--- src/rtl/snn_inference_ctrl.sv ---
// Sequencing controller for the colour-classification spiking layer.
// Clears the neurons, runs the encoder, counts output spikes per class and picks the winner.
module snn_inference_ctrl #(
    parameter int N_CLASSES = 3,
    parameter int T_STEPS   = 64,
    parameter int PIPE_LAT  = 6,
    parameter int CNT_W     = 8
) (
    input  logic                                                 clk,
    input  logic                                                 reset,
    input  logic                                                 start,
    input  logic                                                 abort,
    input  logic [N_CLASSES-1:0]                                 spike_in,
    output logic                                                 busy,
    output logic                                                 enc_en,
    output logic [N_CLASSES-1:0]                                 neuron_reset,
    output logic [15:0]                                          timestep,
    output logic                                                 done,
    output logic [$clog2(N_CLASSES > 1 ? N_CLASSES : 2)-1:0]     class_out,
    output logic                                                 no_spike,
    output logic [N_CLASSES*CNT_W-1:0]                           spike_cnt
);

    localparam int CLS_W = $clog2(N_CLASSES > 1 ? N_CLASSES : 2);
    localparam logic [15:0] TS_LAST = 16'(T_STEPS - 1);
    localparam logic [3:0]  DR_LAST = 4'(PIPE_LAT - 1);

    typedef enum logic [2:0] {
        S_IDLE,
        S_CLEAR,
        S_RUN,
        S_DRAIN,
        S_DECIDE,
        S_DONE
    } state_t;

    state_t             state_q, state_d;
    logic [15:0]        ts_q, ts_d;
    logic [3:0]         drain_q, drain_d;
    logic [CNT_W-1:0]   cnt_q [N_CLASSES];
    logic [CNT_W-1:0]   cnt_d [N_CLASSES];
    logic [CLS_W-1:0]   cls_q, cls_d;
    logic               nospk_q, nospk_d;
    logic [CLS_W-1:0]   best_idx;
    logic [CNT_W-1:0]   best_val;
    logic               any_spk;
    logic               counting;

    function automatic logic [CNT_W-1:0] sat_inc(input logic [CNT_W-1:0] v);
        return (&v) ? v : v + CNT_W'(1);
    endfunction

    always_comb begin
        state_d = state_q;
        ts_d    = ts_q;
        drain_d = drain_q;
        case (state_q)
            S_IDLE:   if (start) state_d = S_CLEAR;
            S_CLEAR: begin
                ts_d    = '0;
                drain_d = '0;
                state_d = S_RUN;
            end
            S_RUN: begin
                if (ts_q == TS_LAST) begin
                    drain_d = '0;
                    state_d = S_DRAIN;
                end else begin
                    ts_d = ts_q + 16'd1;
                end
            end
            S_DRAIN: begin
                if (drain_q == DR_LAST) state_d = S_DECIDE;
                else                    drain_d = drain_q + 4'd1;
            end
            S_DECIDE: state_d = S_DONE;
            S_DONE:   state_d = S_IDLE;
            default:  state_d = S_IDLE;
        endcase
        if (abort && (state_q == S_CLEAR || state_q == S_RUN ||
                      state_q == S_DRAIN || state_q == S_DECIDE)) begin
            state_d = S_IDLE;
        end
    end

    // Strict '>' keeps the lowest index on ties.
    always_comb begin
        best_idx = '0;
        best_val = cnt_q[0];
        any_spk  = 1'b0;
        for (int i = 0; i < N_CLASSES; i++) begin
            if (cnt_q[i] != '0) any_spk = 1'b1;
            if (cnt_q[i] > best_val) begin
                best_val = cnt_q[i];
                best_idx = CLS_W'(i);
            end
        end
    end

    assign counting = (state_q == S_RUN) || (state_q == S_DRAIN);

    always_comb begin
        cls_d   = cls_q;
        nospk_d = nospk_q;
        for (int i = 0; i < N_CLASSES; i++) begin
            cnt_d[i] = cnt_q[i];
            if (state_q == S_CLEAR)          cnt_d[i] = '0;
            else if (counting && spike_in[i]) cnt_d[i] = sat_inc(cnt_q[i]);
        end
        if (state_q == S_CLEAR) begin
            cls_d   = '0;
            nospk_d = 1'b0;
        end else if (state_q == S_DECIDE && !abort) begin
            cls_d   = any_spk ? best_idx : '0;
            nospk_d = !any_spk;
        end
    end

    always_ff @(posedge clk or posedge reset) begin
        if (reset) begin
            state_q <= S_IDLE;
            ts_q    <= '0;
            drain_q <= '0;
            cls_q   <= '0;
            nospk_q <= 1'b0;
            for (int i = 0; i < N_CLASSES; i++) cnt_q[i] <= '0;
        end else begin
            state_q <= state_d;
            ts_q    <= ts_d;
            drain_q <= drain_d;
            cls_q   <= cls_d;
            nospk_q <= nospk_d;
            for (int i = 0; i < N_CLASSES; i++) cnt_q[i] <= cnt_d[i];
        end
    end

    // Outputs decode only registered state, never an input.
    assign busy         = (state_q != S_IDLE);
    assign enc_en       = (state_q == S_RUN);
    assign neuron_reset = {N_CLASSES{(state_q == S_IDLE) || (state_q == S_CLEAR)}};
    assign timestep     = ts_q;
    assign done         = (state_q == S_DONE);
    assign class_out    = cls_q;
    assign no_spike     = nospk_q;

    for (genvar g = 0; g < N_CLASSES; g++) begin : g_cnt
        assign spike_cnt[g*CNT_W +: CNT_W] = cnt_q[g];
    end

endmodule

--- config.mk ---
export PLATFORM = sky130hd
export DESIGN_NAME = snn_inference_ctrl
export DESIGN_NICKNAME = d
export VERILOG_FILES = /design/src/rtl/snn_inference_ctrl.sv
export SDC_FILE = /design/constraint.sdc
export NUM_CORES = 1
export LEC_CHECK = 0
export ABC_AREA = 1
export CAP_MARGIN = 25
export CELL_PAD_IN_SITES_DETAIL_PLACEMENT = 0
export CELL_PAD_IN_SITES_GLOBAL_PLACEMENT = 1
export CORE_UTILIZATION = 42
export DETAILED_ROUTE_END_ITERATION = 8
export PLACE_DENSITY = 0.91
export SLEW_MARGIN = 30
export SYNTH_ARGS = -nofsm -noshare
export SYNTH_HDL_FRONTEND = slang
export SYNTH_SLANG_ARGS = --single-unit
--- constraint.sdc ---
create_clock -name clk -period 6.4 [get_ports clk]
set_input_delay 1.28 -clock clk [delete_from_list [all_inputs] [get_ports clk]]
set_output_delay 1.28 -clock clk [all_outputs]
set_load 0.1 [all_outputs]
-- After elaboration in Yosys (flattened, before gate mapping)
Cells that the tools add are included.
- word-level logic and storage cells: 93
- bits in registers: 50
- output and inout port bits: 49
- equality and inequality tests: 16
- $lt $le $gt $ge: 2
- reduce and logical (&&, ||, !) cells: 32
- add/sub/neg operators: 5
- mux-type cells: 30
- operators by type and width (operator ; count):
    $mux 8 ; 10
    $pmux 16 s2 ; 1
    $add 8x1->8 const B ; 3
    $reduce_and 8->1 ; 3
    $reduce_bool 8->1 ; 3
    $add 16x1->16 const B ; 1
    $eq 16x6->1 const B ; 1
    $gt 8x8->1 ; 2
    $mux 16 ; 1
    $pmux 3 s5 ; 1
    $mux 3 ; 4
    $pmux 4 s3 ; 1
    $ne 2x2->1 const B ; 5
    $reduce_bool 2->1 ; 5
    $mux 2 ; 4
    $mux 4 ; 2
    $reduce_and 2->1 ; 4
    $eq 3x2->1 const B ; 2
    $eq 3x3->1 const B ; 2
    $mux 1 ; 6
    $reduce_and 3->1 ; 2
    $reduce_bool 3->1 ; 2
    $logic_and 1x1->1 ; 5
    $logic_or 1x1->1 ; 5
    other kinds (9) ; 10

-- Logic depth before layout (Yosys ltp)
- word-level depth: 7
- mapped depth: 24
- mapped depth without buffers: 23

-- Worst setup path after synthesis
OpenSTA, ideal clock, no wires.
- kind: reg2out
- from: register state_q[0]
- to: output port done
- buffers on the path: 0
- arrival time: 2.535 ns
- setup slack: 2.585 ns
- data required time: 5.120 ns
- cell stages (with the launch flop): 3
- cell sequence: dfrtp_1 inv_1 nor3_1
- cells in the longest elaborated chain, start to end: 1
- ends and longest elaborated chain (element ; RTL line ; RTL):
    start: declaration ; 37 ; state_t state_q, state_d;
    start signal: assignment ; 128 ; state_q <= state_d;
    $eq 3x3->1 ; 142 ; assign done = (state_q == S_DONE);
    end: declaration ; 18 ; output logic done,
Every way passes these cells.

-- Worst setup path after layout
- from: register state_q[2]
- to: output port enc_en
- cells in the longest elaborated chain, start to end: 1
- ends and longest elaborated chain (element ; RTL line ; RTL):
    $eq 3x2->1 ; 139 ; assign enc_en = (state_q == S_RUN);
    end: declaration ; 15 ; output logic enc_en,
Every way passes these cells.

==> impl_metrics.csv <==
group,metric,value,unit
floorplanning,core_area,8220,sq um
clocking,cts-root-buf,"clkbuf_8",
drt,vias_per_cell,5.16,
global_routing,antenna_found_initial,0,
timing,rsz0062_at_grt,"no",
placement,dp_slack,2.86,ns
power,pwr-share-seq,21.6,%
finish,drive_above_1_share,5.17,%
critical_path,cp_max_fo,14,
global_routing,grt_pass1_vias,3104,
global_routing,grt_max_degree,51,
global_routing,gr-usage-all-layers,21.3,%
floorplanning,rows,33,
clocking,cts_tree,"yes",
timing,slew-limit-headroom,33.3,%
power,switching_share,59.2,%
clocking,clk_pin_slew,0.10,ns
synth,synth_fp_nets,539,
synth,synth.avg_cell_area,7.04,sq um
critical_path,arrival,2.62,ns
timing,max_freq,256,MHz
drt,vias,3437,
power,p_per_area,480,nW/um^2
clocking,clkSinkCount,50,
clocking,cts_setup_buffers,0,
power,power_leakage,2.13,nW
synth,netlist.area_leader.share,35.1,%
synth,ys_seq_area_share,35.1,%
clocking,cts_hold_buf,0,
finish,antenna_cells,0,
synth,syn_area,3570,sq um
finish,area_growth_syn_to_layout,20.4,%
finish,fin_area,4300,sq um
critical_path,crit_chain,"inv_1 -> nand2_4 -> inv_2 -> nand2_2 -> inv_2 -> clkdlybuf4s50_1",
critical_path,cp-end-kind,"output pin",
status,status,"finished clean",
synth,synthTopCellsByArea,"dfrtp_1 (35%), nand2_1 (14%), nand3_1 (8.8%), ha_1 (8.8%), inv_1 (6.7%)",
finish,fin_nets,592,
power,p_sw,0.00122,W
drt,ant_nets,0,
clocking,clockBufferDepth,2,
critical_path,slowest_stage,"clkdlybuf4s50_1",
finish,final_util,52.3,%
placement,placed_area,4190,sq um
placement,portBuffers,55,
placement,hpwl,6700,um
floorplanning,start_util,43.4,%
floorplanning,die-area,8870,sq um
drt,wl,8970,um
critical_path,critPathKind,"register to output pin",
timing,finalCritPeriodShare,60.9,%
drt,firstDrtPassIters,5,
critical_path,critical_path_buf_inv_count,4,
critical_path,required,5.12,ns
clocking,htreeDepth,2,
drt,drc,0,
power,ir_drop,0.382,mV
clocking,cts_resized,0,
floorplanning,die_y,94.2,um
drt,drt_iter0_drc,158,
power,combPwrFrac,67.3,%
clocking,clock_latency,0.31,ns
timing,setup_viol,0,
hold_path,hold_path.class,"register to register",
power,p_clk_share,11.1,%
synth,synth.distinct_cells,28,
global_routing,grt-ovfl-total,0,
timing,setup_slack,2.50,ns
timing,period_needed,3.90,ns
critical_path,cpPeakStageDelay,1.19,ns
flow_run,drv_cap,0,
power,intPower,0.000842,W
placement,gp_congestion,0.857,
timing,setup_tns,0,ns
floorplanning,die-width,94.2,um
synth,ys_ff_latch,50,
floorplanning,io_pins,56,
timing,tightestPinTransition,0.998,ns
clocking,cts_inserted_buffers,5,
power,p_total,0.00206,W
critical_path,critPathLaunchType,"register",
synth,synth_largest_area_cell,"dfrtp_1",
timing,hold_viol,0,
synth,yosys_warnings,0,
critical_path,crit_family,"buffers and inverters",
timing,clock_skew,0.00780,ns
critical_path,critPathMostFrequentCell,"inv_2",
global_routing,grt_pass1_wl,14900,um
timing,slew_violations,0,
drt,wl_per_cell,13.5,um
synth,syn_inst,507,
## metrics by stage
stage | hold slack [ns] | cells
floorplan | 0.474 | 507
global placement | 0.493 | 658
detailed placement | 0.513 | 658
CTS | 0.544 | 666
global route | 0.576 | 666
finish | 0.535 | 666
## cell families after synthesis
group	Yosys count	synth area share, %
DFF	50	35.1
and+or+nand+nor	289	35.8
xor gates and xnor gates	6	1.47
buffers and inverters	78	9.15
adders and majority gates	25	8.76
AOI/OAI and AO/OA	59	9.81
## cell usage in the layout (no fill, tap or decap), drive strengths merged, types with 7 or more instances in the layout
cell type,netlist,routed
clkbuf,0,7
a21oi,15,15
nor3,12,12
nand2,140,140
ha,25,25
nand3,63,63
o21ai,40,40
dfrtp,50,50
nor2,52,52
clkdlybuf4s50,0,55
nand4,18,18
inv,68,68
## final cells by class
type	instances	area [sq um]
clock inverter	1	30.0
multi-input combinational	379	1990
inverter	68	258
timing repair buffer	56	558
tap	105	131
clock buffer	7	76.3
fill	801	3920
sequential	50	1250
## routing by layer
layer | wire length (um) | share of wire (%) | up-vias | global-route usage (%)
met4 | 63 | 0.70 | 0 | 4.74
met1 | 4520 | 50 | 1595 | 31.4
li1 | - | - | 1765 | -
met3 | 318 | 3.5 | 7 | 3.24
met2 | 4070 | 45 | 70 | 32.5
met5 | 0 | 0 | - | 0
## registers in the layout (all words and copies together), names as in the netlist
| name | cells |
|---|---|
| state_q | 3 |
| no_spike | 1 |
| drain_q | 4 |
| spike_cnt | 24 |
| timestep | 16 |
| class_out | 2 |
## synthesized netlist by cell type (all sizes together)
master,number
nand2,140
inv,68
nand3,63
nor2,52
dfrtp,50
o21ai,40
ha,25
nand4,18
a21oi,15
nor3,12
buf,10
xor2,6
nand3b,2
o21a,2
a21o,1
nor3b,1
o21bai,1
or2,1
## power by group through the flow
stage	registers (W)	logic, W	clock network, W
after floorplan	0.000730	0.000825	0
after global placement	0.000448	0.00136	0
after detailed placement	0.000451	0.00139	0
after CTS	0.000445	0.00139	0.000236
after global routing	0.000457	0.00152	0.000244
final	0.000445	0.00139	0.000228
## worst paths after layout
check | from | endpoint | slack [ns] | depth (start not counted)
max | state_q[2] | enc_en | 2.50 | 6
min reg2reg | class_out[0] | class_out[0] | 0.54 | 2
min | class_out[0] | class_out[0] | 0.54 | 2
max reg2reg | spike_cnt[7] | class_out[0] | 3.55 | 15
min in group asynchronous | reset | spike_cnt[22] | 1.42 | 2
max in group asynchronous | reset | spike_cnt[2] | 4.55 | 2
## worst register-to-register path: cells and delay by family, from the launching register on
kind / cells / cell delay, ns
flip-flops: 1 / 0.48
buffers and inverters: 1 / 0.12
adder cells (fa/ha/maj): 2 / 0.62
AO/OA/AOI/OAI: 3 / 0.63
AND/OR/NAND/NOR: 9 / 0.97
(Power assumes the default switching activity.)
